**src/rtl/rx_packet_control_if.sv**
```systemverilog
// Line/timer-side strobes into the RX packet controller and its
// status outputs to the bit timer and RX FIFO.
interface rx_packet_control_if;
  logic       d_edge;
  logic       eop;
  logic       shift_enable;
  logic       byte_received;
  logic [7:0] rcv_data;
  logic       rcving;
  logic       w_enable;
  logic       r_error;
  logic [6:0] byte_cnt;

  modport master (
    output d_edge, eop, shift_enable,
    output byte_received, rcv_data,
    input  rcving, w_enable,
    input  r_error, byte_cnt
  );

  modport slave (
    input  d_edge, eop, shift_enable,
    input  byte_received, rcv_data,
    output rcving, w_enable,
    output r_error, byte_cnt
  );
endinterface

```
**src/rtl/rx_packet_control.sv**
```systemverilog
// RX packet control FSM: sync check, byte store strobes,
// end-of-packet and error tracking.
module rx_packet_control #(
  parameter logic [7:0] SYNC_PATTERN = 8'h80,
  parameter int         MAX_BYTES    = 64
) (
  input logic clk,
  input logic rst,
  rx_packet_control_if.slave bus
);

  typedef enum logic [3:0] {
    IDLE,
    SYNC,
    CHECK,
    RECV,
    STORE,
    EOP_WAIT,
    ERR,
    ERR_EOP,
    ERR_IDLE
  } state_t;

  localparam logic [6:0] LP_MAX = 7'(MAX_BYTES);

  state_t     r_state;
  logic [2:0] r_bit_cnt;
  logic [6:0] r_byte_cnt;
  logic       r_err_flag;
  logic       w_room;
  logic       w_eop_bit;

  assign w_room    = r_byte_cnt < LP_MAX;
  assign w_eop_bit = bus.eop & bus.shift_enable;

  // Outputs depend only on registered state, never on inputs
  assign bus.rcving   = (r_state == SYNC)  ||
                        (r_state == CHECK) ||
                        (r_state == RECV)  ||
                        (r_state == STORE);
  assign bus.w_enable = (r_state == STORE) && w_room;
  assign bus.r_error  = r_err_flag;
  assign bus.byte_cnt = r_byte_cnt;

  always_ff @(posedge clk) begin
    if (rst) begin
      r_state    <= IDLE;
      r_bit_cnt  <= '0;
      r_byte_cnt <= '0;
      r_err_flag <= 1'b0;
    end else begin
      case (r_state)
        IDLE: begin
          if (bus.d_edge) begin
            r_state    <= SYNC;
            r_err_flag <= 1'b0;
            r_byte_cnt <= '0;
          end
        end
        SYNC: begin
          if (bus.byte_received) begin
            r_state <= CHECK;
          end else if (w_eop_bit) begin
            r_state    <= ERR;
            r_err_flag <= 1'b1;
          end
        end
        CHECK: begin
          if (bus.rcv_data == SYNC_PATTERN) begin
            r_state   <= RECV;
            r_bit_cnt <= '0;
          end else begin
            r_state    <= ERR;
            r_err_flag <= 1'b1;
          end
        end
        RECV: begin
          if (bus.byte_received) begin
            r_state   <= STORE;
            r_bit_cnt <= '0;
          end else if (w_eop_bit) begin
            if (r_bit_cnt == 3'd0) begin
              r_state <= EOP_WAIT;
            end else begin
              r_state    <= ERR;
              r_err_flag <= 1'b1;
            end
          end else if (bus.shift_enable) begin
            r_bit_cnt <= r_bit_cnt + 3'd1;
          end
        end
        STORE: begin
          if (w_room) begin
            r_state    <= RECV;
            r_byte_cnt <= r_byte_cnt + 7'd1;
          end else begin
            r_state    <= ERR;
            r_err_flag <= 1'b1;
          end
        end
        EOP_WAIT: begin
          if (bus.d_edge) r_state <= IDLE;
        end
        ERR: begin
          if (bus.eop) r_state <= ERR_EOP;
        end
        ERR_EOP: begin
          if (bus.d_edge) r_state <= ERR_IDLE;
        end
        ERR_IDLE: begin
          if (bus.d_edge) begin
            r_state    <= SYNC;
            r_err_flag <= 1'b0;
            r_byte_cnt <= '0;
          end
        end
        default: r_state <= IDLE;
      endcase
    end
  end

endmodule
```
**src/flat_wrapper.sv**
```systemverilog
// flat-port wrapper written by rule: the top's interface ports become plain ports
module rx_packet_control_flat 
#(
  parameter logic [7:0] SYNC_PATTERN = 8'h80,
  parameter int         MAX_BYTES    = 64
)
  (clk, rst, bus_d_edge, bus_eop, bus_shift_enable, bus_byte_received, bus_rcv_data, bus_rcving, bus_w_enable, bus_r_error, bus_byte_cnt);
  rx_packet_control_if bus_i ();
  input logic clk;
  input logic rst;
  input wire logic [$bits(bus_i.d_edge)-1:0] bus_d_edge;
  input wire logic [$bits(bus_i.eop)-1:0] bus_eop;
  input wire logic [$bits(bus_i.shift_enable)-1:0] bus_shift_enable;
  input wire logic [$bits(bus_i.byte_received)-1:0] bus_byte_received;
  input wire logic [$bits(bus_i.rcv_data)-1:0] bus_rcv_data;
  output wire logic [$bits(bus_i.rcving)-1:0] bus_rcving;
  output wire logic [$bits(bus_i.w_enable)-1:0] bus_w_enable;
  output wire logic [$bits(bus_i.r_error)-1:0] bus_r_error;
  output wire logic [$bits(bus_i.byte_cnt)-1:0] bus_byte_cnt;
  assign bus_i.d_edge = bus_d_edge;
  assign bus_i.eop = bus_eop;
  assign bus_i.shift_enable = bus_shift_enable;
  assign bus_i.byte_received = bus_byte_received;
  assign bus_i.rcv_data = bus_rcv_data;
  assign bus_rcving = bus_i.rcving;
  assign bus_w_enable = bus_i.w_enable;
  assign bus_r_error = bus_i.r_error;
  assign bus_byte_cnt = bus_i.byte_cnt;
  rx_packet_control #(.SYNC_PATTERN(SYNC_PATTERN), .MAX_BYTES(MAX_BYTES)) u_core (.clk(clk), .rst(rst), .bus(bus_i));
endmodule
```
**config.mk**
```make
export PLATFORM = sky130hd
export DESIGN_NAME = rx_packet_control_flat
export DESIGN_NICKNAME = d
export VERILOG_FILES = /design/src/rtl/rx_packet_control_if.sv /design/src/rtl/rx_packet_control.sv /design/src/flat_wrapper.sv
export SDC_FILE = /design/constraint.sdc
export NUM_CORES = 1
export LEC_CHECK = 0
export ABC_CLOCK_PERIOD_IN_PS = 1500
export CORE_UTILIZATION = 35
export CTS_CLUSTER_DIAMETER = 120
export DETAILED_ROUTE_END_ITERATION = 6
export PLACE_DENSITY = 0.69
export SLEW_MARGIN = 20
export SYNTH_ARGS = -nofsm -noshare
export SYNTH_HDL_FRONTEND = slang
export SYNTH_SLANG_ARGS = --single-unit
export TNS_END_PERCENT = 1
```
**constraint.sdc**
```tcl
create_clock -name clk -period 1.5 [get_ports clk]
set_input_delay 0.3 -clock clk [delete_from_list [all_inputs] [get_ports clk]]
set_output_delay 0.3 -clock clk [all_outputs]
set_load 0.1 [all_outputs]
```
# [After elaboration in Yosys (flattened, before gate mapping)]
# Index checks and enable logic that the tools add are counted.
[totals] ff_bits=15 latchBits=0 ram_bits=0 romBits=0 in_bits=14 wordCells=77 mem_count=0
[op_classes] add_sub_neg=2 mul=0 div=0 order_cmp=1 n_eq_ne=26 shift=0 muxes=29 bitwise_logic=1 n_reduce_logical=14
[ops] cell="4-bit 2-to-1 mux" n=8
[ops] cell="4-bit one-hot mux with 8 select lines" n=1
[ops] cell="3-bit 2-to-1 mux" n=6
[ops] cell="2-bit != test (second input constant)" n=9
[ops] cell="4-bit by 3-bit equality test with 1-bit output (second input constant)" n=4
[ops] cell="7-bit 2-to-1 mux" n=2
[ops] cell="7-bit one-hot mux with 2 select lines" n=1
[ops] cell="9-bit AND reduction" n=1
[ops] cell="4-bit by 2-bit equality test with 1-bit output (second input constant)" n=2
[ops] cell="8-bit equality test (second input constant)" n=1
[ops] cell="1-bit 2-to-1 mux" n=8
[ops] cell="2-bit by 1-bit != test with 1-bit output (second input constant)" n=4
[ops] cell="7-bit by 1-bit adder with 7-bit output (second input constant)" n=1
[ops] cell="7-bit < comparator (second input constant)" n=1
[ops] cell="3-bit by 2-bit != test with 1-bit output (second input constant)" n=2
[ops] cell="3-bit != test (second input constant)" n=2
[ops] cell="3-bit one-hot mux with 2 select lines" n=1
[ops] cell="6-bit AND reduction" n=1
[ops] cell="1-bit one-hot mux with 5 select lines" n=1
[ops] cell="5-bit nonzero test" n=1
[ops] cell="4-bit by 1-bit equality test with 1-bit output (second input constant)" n=1
[ops] cell="4-bit equality test (second input constant)" n=1
[ops] cell="4-bit logical NOT" n=1
[ops] cell="4-bit AND reduction" n=1
[ops] cell="other kinds (9)" n=12

# [Depth between registers and ports, before layout]
# Gate-level depths: netlist of the first run.
[depth] depth_word=5 mapped_depth=6 ltp_nobuf=6

# [Worst setup path before layout of the first run]
# OpenSTA, ideal clock, no wires.
[synth_timing] path_kind="register -> output" from="reg u_core.r_state[2]" to="out bus_rcving" t_arrival_ns=2.017 setup_slack_ns=-0.817 path_stages_with_launch=5 path_buffers=1 cell_sequence="dfxtp_1 -> buf_2 -> inv_1 -> xnor2_1 -> nor2_1"
[synth_between] elab_chain_cells=4 word_cells_on_any_way=7 cone_classes="eq/ne (4); reduce/logical (3)"
[synth_rtl] element="from (decl)" line_no="rx_packet_control.sv:26" source="state_t r_state;"
[synth_rtl] element="from (signal assigned)" line_no="rx_packet_control.sv:47" source="r_state <= IDLE;"
[synth_rtl] element="from (signal assigned)" line_no="rx_packet_control.sv:55" source="r_state <= SYNC;"
[synth_rtl] element="from (signal assigned)" line_no="rx_packet_control.sv:62" source="r_state <= CHECK;"
[synth_rtl] element="4-bit by 1-bit equality test with 1-bit output or 4-bit by 2-bit equality test with 1-bit output (tied branches)" line_no="rx_packet_control.sv:37, rx_packet_control.sv:38"
[synth_rtl] element="1-bit logical OR" line_no="rx_packet_control.sv:37" source="assign bus.rcving = (r_state == SYNC) ||"
[synth_rtl] element="1-bit logical OR" line_no="rx_packet_control.sv:38" source="(r_state == CHECK) ||"
[synth_rtl] element="1-bit logical OR (*)" line_no="rx_packet_control.sv:39" source="(r_state == RECV) ||"
[synth_rtl] element="to (decl)" line_no="flat_wrapper.sv:16" source="output wire logic [$bits(bus_i.rcving)-1:0] bus_rcving;"
# Every way passes the cells marked *; elsewhere a longest branch is shown, timed or not.

# [Worst setup path after layout of the first run]
[layout_timing] from="reg u_core.r_state[3]" to="out bus_w_enable"
[layout_between] elab_chain_cells=2
[layout_rtl] element="4-bit by 3-bit equality test with 1-bit output" line_no="rx_packet_control.sv:41" source="assign bus.w_enable = (r_state == STORE) && w_room;"
[layout_rtl] element="1-bit logical AND" line_no="rx_packet_control.sv:41"
[layout_rtl] element="to (decl)" line_no="flat_wrapper.sv:17" source="output wire logic [$bits(bus_i.w_enable)-1:0] bus_w_enable;"
# No other way between the ends.

==> results by group, run 1 <==
Yosys
  • Synth Warn #: 0
  • Synth Area in Compound Gates: 26.8%
  • Adder-Cell Fraction of Synth Area: about 3.7%
  • Asr flop ratio synth: 0%
  • Syn_nets: around 140
  • Post-synth cell types: 50
  • Synthesized area: roughly 1000 sq um
  • Simple-gate share of the synthesized area: 29.3%
  • EDFF count, synth: 0
  • Synth Area per Inst: between 8 and 9 sq um
  • Post-Synth XOR/XNOR Area: around 3.4%
  • Register area share after synthesis: a little under 30%
  • Ys flop type: dfxtp_1
  • Largest family of logic cells by synthesized area: simple AND/OR/NAND/NOR gates
  • Synthesized flop and latch total: 15
  • Synth Instances: approximately 120
  • Post-synthesis mux area share: under 10%

Timing
  • Max frequency: ~610 MHz
  • Slew HR: approximately 73%
  • Worst-case clock skew: a little under 0.008 ns
  • Worst-margin pin slew: between 0.3 and 0.4 ns
  • WHS: around 0.49 ns
  • RSZ-0062 raised after global routing: yes
  • Shortest period the worst path allows: 1.63 ns
  • Slew Limit Fails: 0
  • Endpoints failing setup: 6
  • Fin worst setup slack: -0.135 ns
  • Final Hold Fails: 0
  • Period Utilization, post-route: 109%

Route
  • Wire length per cell: approximately 15 microns
  • Initial DRC count: 36
  • Antenna viol nets, final: 0
  • Routed via count: about 1200
  • Routed vias/inst: roughly 5.6
  • Final WL: between 3000 and 4000 microns
  • TritonRoute pass-1 iters: 4
  • Residual DRC: 0

Placement
  • Dpl hpwl: between 2000 and 2500 microns
  • I/O Buffers: 23
  • Final Wtd Congestion: a little under 0.9

Setup path
  • Arrival time worst endpoint: between 1 and 1.5 ns
  • RR Startpoint: u_core.r_state[1]
  • Max FO, Critical Path: 5
  • Startpoint types: flip-flop
  • Reg2Reg Setup Slack: -0.07 ns
  • Crit path kind: reg -> out
  • Endpoint class of the critical path: output port
  • Worst reg2reg path endpoint: u_core.r_state[0]
  • CP Data Required Time: 1.20 ns
  • Worst r2r path cells: 4

Clocking
  • Max Root-Sink Buffers: 2
  • CTS tree: yes
  • Clk Latency, worst-skew pair: 0.29 ns
  • Root buffer cell: clkbuf_4
  • Num CTS Buffers: 3
  • # H-tree levels: 1
  • CTS clk-pin slew, worst paths: 0.10 ns
  • Clock net sink count: 15

Die
  • Core Box Area: between 2000 and 3000 sq um
  • Die ar.: between 3000 and 4000 sq um
  • Die X: 56.0 microns
  • # IOs: 24
  • Initial Util: a little under two fifths
  • Row count: 19
  • Die Y: between 50 and 60 microns

Job
  • Max-cap violations: 0

Min path
  • Hold_sp: u_core.r_bit_cnt[1]
  • Hold EP: u_core.r_bit_cnt[1]
  • Worst Hold Depth: 2
  • HP Class: reg -> reg

Finish
  • Nets: around 200
  • Layout cells sized above 1: between 40% and 50%
  • Area grow syn2layout: 71.5%
  • Most frequent cells in the layout: buf_4, clkdlybuf4s50_1, buf_12, o21ai_0, nor2_1
  • Commonest non-fill, non-tap cell in the layout: buf_4
  • N_diodes: 0

Pwr
  • Maximum VDD drop: approximately 1 mV
  • Total power draw: approximately 2.4 mW
  • Cell Pwr Density: approximately 1300 nW/um^2
  • LEAKAGE: between 0.7 and 0.8 nW

Outcome
  • Status: finished with violations
  • Failing checks: negative setup slack

Global routing
  • Initial antenna violation count: 0
  • Largest net degree at the start of global routing: 10
  • Vias in the first global route: around 1200
  • Global route overflow: 0
  • First-pass GRT wire length: between 4000 and 5000 microns
  • Overall Global Routing Usage: 20.0%
==> cell families (layout without fill, tap and decap cells) <==
group	count (synthesis)	after routing
flip-flops	15	15
AND/OR/NAND/NOR	48	48
buffers and inverters	12	65
multiplexers	2	2
XOR/XNOR	4	4
AO/OA/AOI/OAI	40	40
adder cells (fa/ha/maj)	3	3
==> report_power, final <==
part           internal, mW  switching [mW]  total (mW)
Clock                0.0993           0.141       0.240
Combinational         0.702           0.852        1.55
Sequential            0.465           0.107       0.571
Total                  1.27            1.10        2.37
==> through the flow <==
stage	std cells	setup TNS [ns]	area, sq um	setup slack, ns	utilization [%]
global placement	197	-3.68	1560	-0.431	56.7
CTS	207	-0.379	1700	-0.128	61.7
global route	208	-0.885	1750	-0.191	63.6
detailed placement	197	-4.36	1560	-0.500	56.7
floorplan	124	-0.276	1050	-0.102	-
finish	208	-0.428	1750	-0.135	63.6
==> final cells by class <==
| class | instances | area (sq um) |
|---|---|---|
| Sequential cell | 15 | 323 |
| Clock buffer | 3 | 22.5 |
| Multi-Input combinational cell | 97 | 766 |
| Fill cell | 227 | 1000 |
| Inverter | 6 | 22.5 |
| Timing Repair Buffer | 55 | 576 |
| Tap cell | 31 | 38.8 |
| Clock inverter | 1 | 5.00 |
==> repair_timing <==
item / 4_1_cts / 5_1_grt
setup buffers: 6 / 1
pin swaps: 5 / 6
hold buffers: 0 / 0
endpoints found under the setup margin: 10 / 12
gates cloned: 0 / 0
hold endpoints to repair: 0 / 0
gates resized for setup: 22 / 8
==> metal layers <==
layer / wire, microns / global-route usage, %
met5: 0 / 0
met4: 34 / 10.8
met3: 168 / 3.95
met2: 1610 / 35.2
met1: 1350 / 22.3
==> cells in the mapped netlist, drive strengths merged, types with 2 or more instances <==
library cell,number,area share [%]
nand2,3,1.1
ha,3,3.7
nand3,6,2.9
mux2i,2,2.0
a21oi,8,4.3
nor4b,2,2.3
buf,4,2.6
nand2b,2,1.2
or2,3,1.8
o211ai,5,3.7
a211oi,2,1.5
dfxtp,15,29
clkbuf,2,0.73
inv,6,2.2
o21ai,9,4.4
xor2,3,2.6
and2,2,1.2
nand3b,2,1.5
nor2b,6,3.7
o21a,2,1.5
nor2,9,3.3
a211o,2,1.7
and3,3,1.8
a22oi,2,1.5
==> flip-flops by register name, indices dropped and copies added, names as in the netlist <==
signal	cells
u_core.bus.byte_cnt	7
u_core.bus.r_error	1
u_core.r_bit_cnt	3
u_core.r_state	4
==> worst max-delay path: stages (launching register included) <==
cell and delay (ns):
dfxtp_4 0.37, buf_6 0.12, nor3b_4 0.19, and2_4 0.19, buf_12 0.17
==> worst max-delay path by stage <==
stage                      startpoint            endpoint  slack [ns]  depth (start not counted)
3_5_place_dp        bus_byte_received   u_core.r_state[0]       -0.50                          6
5_1_grt             u_core.r_state[3]        bus_w_enable       -0.19                          4
2_1_floorplan  u_core.bus.byte_cnt[6]   u_core.r_state[0]       -0.10                          5
4_1_cts             u_core.r_state[3]        bus_w_enable       -0.13                          4
3_3_place_gp        bus_byte_received  u_core.bus.r_error       -0.43                          5
6_report            u_core.r_state[3]        bus_w_enable       -0.13                          4
Note: power is estimated with default switching activity, not from simulation.
==> run 2, diff against run 1 <==
--- a/config.mk
+++ b/config.mk
@@ -10,6 +10,7 @@
 export CTS_CLUSTER_DIAMETER = 120
 export DETAILED_ROUTE_END_ITERATION = 6
 export PLACE_DENSITY = 0.69
+export SETUP_SLACK_MARGIN = 0.3
 export SLEW_MARGIN = 20
 export SYNTH_ARGS = -nofsm -noshare
 export SYNTH_HDL_FRONTEND = slang
==> results by group, run 2 (synthesis results as in run 1) <==
Outcome
  • Status: finished with violations
  • Failing checks: negative setup slack

Timing
  • Endpoints failing setup: 5 (-1)
  • Worst-margin pin slew: 0.573 ns (+0.183 ns)
  • Final Hold Fails: 0 (unchanged)
  • RSZ-0062 raised after global routing: yes
  • Slew HR: 60.8% (-12 points)
  • Slew Limit Fails: 0 (unchanged)
  • Max frequency: 606 MHz (-0.93%)
  • Worst-case clock skew: 0.00283 ns (-0.00485 ns)
  • Period Utilization, post-route: 110% (+1.0 points)
  • WHS: 0.496 ns (+0.00438 ns)
  • Fin worst setup slack: -0.150 ns (-0.0153 ns)
  • Shortest period the worst path allows: 1.65 ns (+0.0153 ns)

Clocking
  • Clk Latency, worst-skew pair: 0.29 ns (about the same)
  • Max Root-Sink Buffers: 2 (unchanged)
  • CTS clk-pin slew, worst paths: 0.09 ns (about the same)
  • Clock net sink count: 15 (unchanged)
  • # H-tree levels: 1 (unchanged)
  • Root buffer cell: clkbuf_4
  • Cts hold-fix bufs: 0 (unchanged)
  • CTS tree: yes
  • Num CTS Buffers: 3 (unchanged)

Placement
  • DP Area: 1560 sq um (unchanged)
  • Final Wtd Congestion: 0.858 (-1.3%)
  • I/O Buffers: 23 (unchanged)
  • DP Worst Slack: -0.411 ns (+0.0890 ns)
  • Dpl hpwl: 2120 microns (-5.4%)

Global routing
  • Largest net degree at the start of global routing: 10 (unchanged)
  • Overall Global Routing Usage: 21.1% (+1.1 points)
  • Initial antenna violation count: 0 (unchanged)
  • First-pass GRT wire length: 5250 microns (+5.4%)
  • Vias in the first global route: 1174 (-0.085%)
  • Global route overflow: 0 (unchanged)

Setup path
  • Crit-path slowest cell: dfxtp_4
  • Startpoint types: flip-flop
  • Max FO, Critical Path: 5 (unchanged)
  • Worst r2r path cells: 5 (+1)
  • Worst reg2reg path endpoint: u_core.r_state[0]
  • Crit. Startpoint: u_core.r_state[3]
  • RR Startpoint: u_core.r_bit_cnt[0]
  • CP Data Required Time: 1.20 ns (about the same)
  • Worst stage delay on the critical path: 0.38 ns (about the same)
  • Crit path kind: reg -> out
  • Endpoint class of the critical path: output port
  • Arrival time worst endpoint: 1.35 ns (+0.02 ns)
  • Critical path cell sequence: buf_6 -> nor3b_4 -> and2_4 -> buf_12
  • Reg2Reg Setup Slack: -0.09 ns (-0.02 ns)
  • CP Capture Point: bus_w_enable

Pwr
  • LEAKAGE: 0.724 nW (+2.0%)
  • Total power draw: 2.45 mW (+3.7%)
  • Cell Pwr Density: 1350 nW/um^2 (-0.19%)
  • Maximum VDD drop: 1.10 mV (+10%)

Finish
  • Post-layout util: 66.1% (+2.5 points)
  • Design area: 1820 sq um (+3.9%)
  • N_diodes: 0 (unchanged)
  • Area grow syn2layout: 78.2%
  • Max reg flops: 7 (unchanged)
  • Layout cells sized above 1: 46.0% (+3.6 points)
  • Final-layout fill cell count: 223 (-1.8%)
  • Nets: 194 (-0.51%)
  • Most frequent cells in the layout: buf_4, clkdlybuf4s50_1, buf_12, nor2_1, dfxtp_4
  • Commonest non-fill, non-tap cell in the layout: buf_4

Die
  • Die Y: 56.0 microns (unchanged)
  • Initial Util: 37.1% (unchanged)
  • Core Box Area: 2760 sq um (unchanged)
  • # IOs: 24 (unchanged)
  • Die ar.: 3140 sq um (unchanged)
  • Die X: 56.0 microns (unchanged)
  • Row count: 19 (unchanged)

Job
  • Max-cap violations: 0 (unchanged)

Route
  • TritonRoute pass-1 iters: 4 (unchanged)
  • Routed via count: 1182 (+2.3%)
  • Antenna viol nets, final: 0 (unchanged)
  • Routed vias/inst: 5.71 (+2.8%)
  • Initial DRC count: 26 (-28%)
  • Final WL: 3220 microns (+1.9%)
  • Residual DRC: 0 (unchanged)
  • Wire length per cell: 15.6 microns (+2.4%)

Min path
  • HP Class: reg -> reg
[run 2: cell types whose count changed in the layout (fill, tap and decap cells not counted), sizes merged]
cell and delta:
buf -1, dlygate4sd2 -1, dlymetal6s2s +1
[run 2: what timing repair did]
action                     4_1_cts  5_1_grt
buffers inserted                 5        1
gates resized for setup         35       13
pin swaps                       24        6
cloned                           0        0
setup endpoints to repair       19       22
[run 2: cell type report]
class | count | area, sq um | area share [%]
clock buffer | 3 | 22.5 | 1.24
multi-input combinational | 97 | 815 | 44.7
sequential | 15 | 332 | 18.2
tap | 31 | 38.8 | 2.13
timing repair buffer | 54 | 587 | 32.2
inverter | 6 | 22.5 | 1.24
clock inverter | 1 | 5.00 | 0.275
[run 2: critical path: cells and delay by family (launching register included)]
| family | cells | cell delay [ns] |
|---|---|---|
| buffers and inverters | 2 | 0.29 |
| flip-flops | 1 | 0.38 |
| AND/OR/NAND/NOR | 2 | 0.39 |
[run 2: layer usage]
layer | GRT usage (%) | wire length, microns | up-vias
li1 | - | - | 568
met1 | 24.2 | 1350 | 575
met2 | 37.4 | 1670 | 32
met3 | 4.65 | 154 | 7
met4 | 8.71 | 48 | 0
met5 | 0 | 0 | -
[run 2: worst min path at each step]
stage | startpoint | end | slack [ns] | depth (start not counted)
2_1_floorplan | u_core.r_bit_cnt[2] | u_core.r_bit_cnt[2] | 0.46 | 2
3_3_place_gp | u_core.r_bit_cnt[2] | u_core.r_bit_cnt[2] | 0.48 | 2
3_5_place_dp | u_core.bus.r_error | u_core.bus.r_error | 0.48 | 2
4_1_cts | u_core.bus.r_error | u_core.bus.r_error | 0.50 | 2
5_1_grt | u_core.r_bit_cnt[2] | u_core.r_bit_cnt[2] | 0.53 | 2
6_report | u_core.bus.r_error | u_core.bus.r_error | 0.50 | 2
[run 2: report_power, final]
part | switching [mW] | total, mW | internal (mW)
clock | 0.140 | 0.240 | 0.0993
sequential | 0.0994 | 0.559 | 0.459
combinational | 0.894 | 1.66 | 0.762
total | 1.13 | 2.45 | 1.32
[run 2: metrics by stage]
stage,instances,TNS [ns]
5_1_grt,207,-0.875
3_5_place_dp,197,-4.01
4_1_cts,206,-0.324
6_report,207,-0.431
3_3_place_gp,197,-3.22
2_1_floorplan,124,-0.276
==> run 3, diff against run 2 <==
--- a/config.mk
+++ b/config.mk
@@ -5,11 +5,11 @@
 export SDC_FILE = /design/constraint.sdc
 export NUM_CORES = 1
 export LEC_CHECK = 0
-export ABC_CLOCK_PERIOD_IN_PS = 1500
+export ABC_CLOCK_PERIOD_IN_PS = 1600
 export CORE_UTILIZATION = 35
 export CTS_CLUSTER_DIAMETER = 120
 export DETAILED_ROUTE_END_ITERATION = 6
-export PLACE_DENSITY = 0.69
+export PLACE_DENSITY = 0.67
 export SETUP_SLACK_MARGIN = 0.3
 export SLEW_MARGIN = 20
 export SYNTH_ARGS = -nofsm -noshare
==> constraint.sdc (replaced) <==
create_clock -name clk -period 1.6 [get_ports clk]
set_input_delay 0.32 -clock clk [delete_from_list [all_inputs] [get_ports clk]]
set_output_delay 0.32 -clock clk [all_outputs]
set_load 0.1 [all_outputs]
==> results by group, run 3 (synthesis results as in run 1) <==
Finish
  • Final-layout fill cell count: 207 (-7.2%)
  • Area grow syn2layout: 78.6%
  • Max reg flops: 7 (unchanged)
  • Reg area: 325 sq um (-1.9%)
  • Nets: 199 (+2.6%)
  • Layout cells sized above 1: 45.3% (-0.72 points)
  • Area of the multi-input gates: 793 sq um (-2.6%)
  • N_diodes: 0 (unchanged)
  • Most frequent cells in the layout: buf_4, buf_12, clkdlybuf4s50_1
  • Commonest non-fill, non-tap cell in the layout: buf_4
  • Design area: 1830 sq um (+0.21%)

Placement
  • DP Area: 1570 sq um (+0.48%)
  • Dpl hpwl: 2170 microns (+2.3%)
  • Final Wtd Congestion: 0.845 (-1.6%)
  • I/O Buffers: 23 (unchanged)
  • DP Worst Slack: -0.344 ns (+0.0673 ns)

Min path
  • Hold EP: u_core.bus.r_error
  • Hold_sp: u_core.bus.r_error
  • Worst Hold Depth: 2 (unchanged)
  • HP Class: reg -> reg

Global routing
  • GR Util met2: 37.9% (+0.51 points)
  • Global route overflow: 0 (unchanged)
  • Largest net degree at the start of global routing: 12 (+2)
  • GRT busiest layer: met2
  • Initial antenna violation count: 0 (unchanged)
  • M3 GR Usage: 5.12% (+0.47 points)
  • Overall Global Routing Usage: 20.9% (-0.20 points)
  • Met1 Usage GRT: 23.4% (-0.75 points)
  • First-pass GRT wire length: 5340 microns (+1.7%)
  • Vias in the first global route: 1255 (+6.9%)

Timing
  • Endpoints failing setup: 2 (-3)
  • Max frequency: just over 600 MHz
  • Final Hold Fails: 0 (unchanged)
  • Fin worst setup slack: -0.0317 ns (+0.119 ns)
  • Worst-case clock skew: 0.000806 ns (-0.00203 ns)
  • Final setup TNS: -0.0373 ns (+0.394 ns)
  • Worst-margin pin slew: 0.334 ns (-0.240 ns)
  • Slew Limit Fails: 0 (unchanged)
  • Shortest period the worst path allows: 1.63 ns
  • Slew HR: 77.5% (+17 points)
  • Period Utilization, post-route: 102%
  • RSZ-0062 raised after global routing: yes

Die
  • Die X: 56.0 microns (unchanged)
  • # IOs: 24 (unchanged)
  • Initial Util: 37.1% (unchanged)
  • Core Box Area: 2760 sq um (unchanged)
  • Row count: 19 (unchanged)
  • Die ar.: 3140 sq um (unchanged)
  • Die Y: 56.0 microns (unchanged)

Clocking
  • Clk Latency, worst-skew pair: 0.29 ns (about the same)
  • CTS tree: yes
  • Cts hold-fix bufs: 0 (unchanged)
  • Num CTS Buffers: 3 (unchanged)
  • Clock net sink count: 15 (unchanged)
  • Root buffer cell: clkbuf_4
  • Max Root-Sink Buffers: 2 (unchanged)
  • CTS clk-pin slew, worst paths: 0.09 ns (about the same)
  • # H-tree levels: 1 (unchanged)

Setup path
  • RR Startpoint: u_core.r_state[2]
  • Arrival time worst endpoint: 1.31 ns (-0.04 ns)
  • Buffers and inverters on the worst path: 2 (unchanged)
  • Critical path cell sequence: buf_6 -> nor3b_4 -> and2_4 -> buf_12
  • Reg2Reg Setup Slack: 0.01 ns (+0.10 ns)
  • Max FO, Critical Path: 5 (unchanged)
  • Endpoint class of the critical path: output port
  • Worst r2r path cells: 4 (-1)
  • CP Data Required Time: 1.28 ns (+0.08 ns)
  • Cell family with most CP delay: flip-flops
  • Crit. Startpoint: u_core.r_state[3]
  • Worst reg2reg path endpoint: u_core.bus.r_error
  • Startpoint types: flip-flop
  • Worst stage delay on the critical path: 0.38 ns (about the same)
  • Crit path kind: reg -> out
  • Crit-path slowest cell: dfxtp_4

Pwr
  • Maximum VDD drop: 0.910 mV (-18%)
  • Total power draw: 2.27 mW (-7.3%)
  • Cell Pwr Density: 1250 nW/um^2 (-7.5%)
  • LEAKAGE: 0.741 nW (+2.3%)

Route
  • Residual DRC: 0 (unchanged)
  • Final WL: 3200 microns (-0.81%)
  • Routed vias/inst: 5.63 (-1.4%)
  • Antenna viol nets, final: 0 (unchanged)
  • Wire length per cell: 15.1 microns (-3.1%)
  • Routed via count: 1194 (+1.0%)
  • TritonRoute pass-1 iters: 4 (unchanged)
  • Initial DRC count: 21 (-19%)

Job
  • Max-cap violations: 0 (unchanged)

Outcome
  • Failing checks: negative setup slack
  • Status: finished with violations
-- run 3: cell types whose count changed in the layout (fill, tap and decap cells not counted), sizes merged --
cell	delta
clkdlybuf4s50	-2
dlygate4sd2	+2
buf	+5
-- run 3: timing repair --
item	4_1_cts	5_1_grt
endpoints found under the hold margin	0	0
endpoints found under the setup margin	17	17
setup buffers	8	2
gates resized for setup	32	14
pin swaps	12	19
-- run 3: worst max path at each step --
stage,slack (ns),to,cells after the start
after floorplan,-0.002,u_core.r_state[0],5
after global placement,-0.32,u_core.bus.r_error,5
after detailed placement,-0.34,u_core.bus.r_error,5
after CTS,-0.04,bus_w_enable,4
after global routing,-0.07,bus_w_enable,4
final,-0.03,bus_w_enable,4
-- run 3: cell type report --
class                           instances  area share [%]
Clock buffer                            3            1.23
Clock inverter                          1           0.274
Inverter                                6            1.23
Multi-Input combinational cell         97            43.5
Sequential cell                        15            17.8
Tap cell                               31            2.12
Timing Repair Buffer                   59            33.9
-- run 3: layer usage --
metal,vias to the layer above,wire length [microns]
li1,580,-
met1,572,1310
met2,34,1660
met3,8,163
met4,0,67
met5,-,0
-- run 3: per-stage QoR --
step                utilization [%]  instances  hold slack [ns]
floorplan                         -        124            0.458
global placement               56.9        198            0.478
detailed placement             56.9        198            0.488
CTS                            63.5        210            0.503
global route                   66.2        212            0.529
finish                         66.2        212            0.500
-- run 3: report_power, final --
group / switching, mW / internal, mW / leakage [nW] / total [mW]
Combinational: 0.806 / 0.708 / 0.595 / 1.51
Sequential: 0.102 / 0.437 / 0.128 / 0.539
Clock: 0.127 / 0.0930 / 0.0177 / 0.220
-- run 3: worst register-to-register path, cell delays in order (launching register included) --
cell and delay [ns]:
dfxtp_4 0.37, or4b_1 0.52, a211o_1 0.24, a211o_1 0.27
a21oi_2 0.13
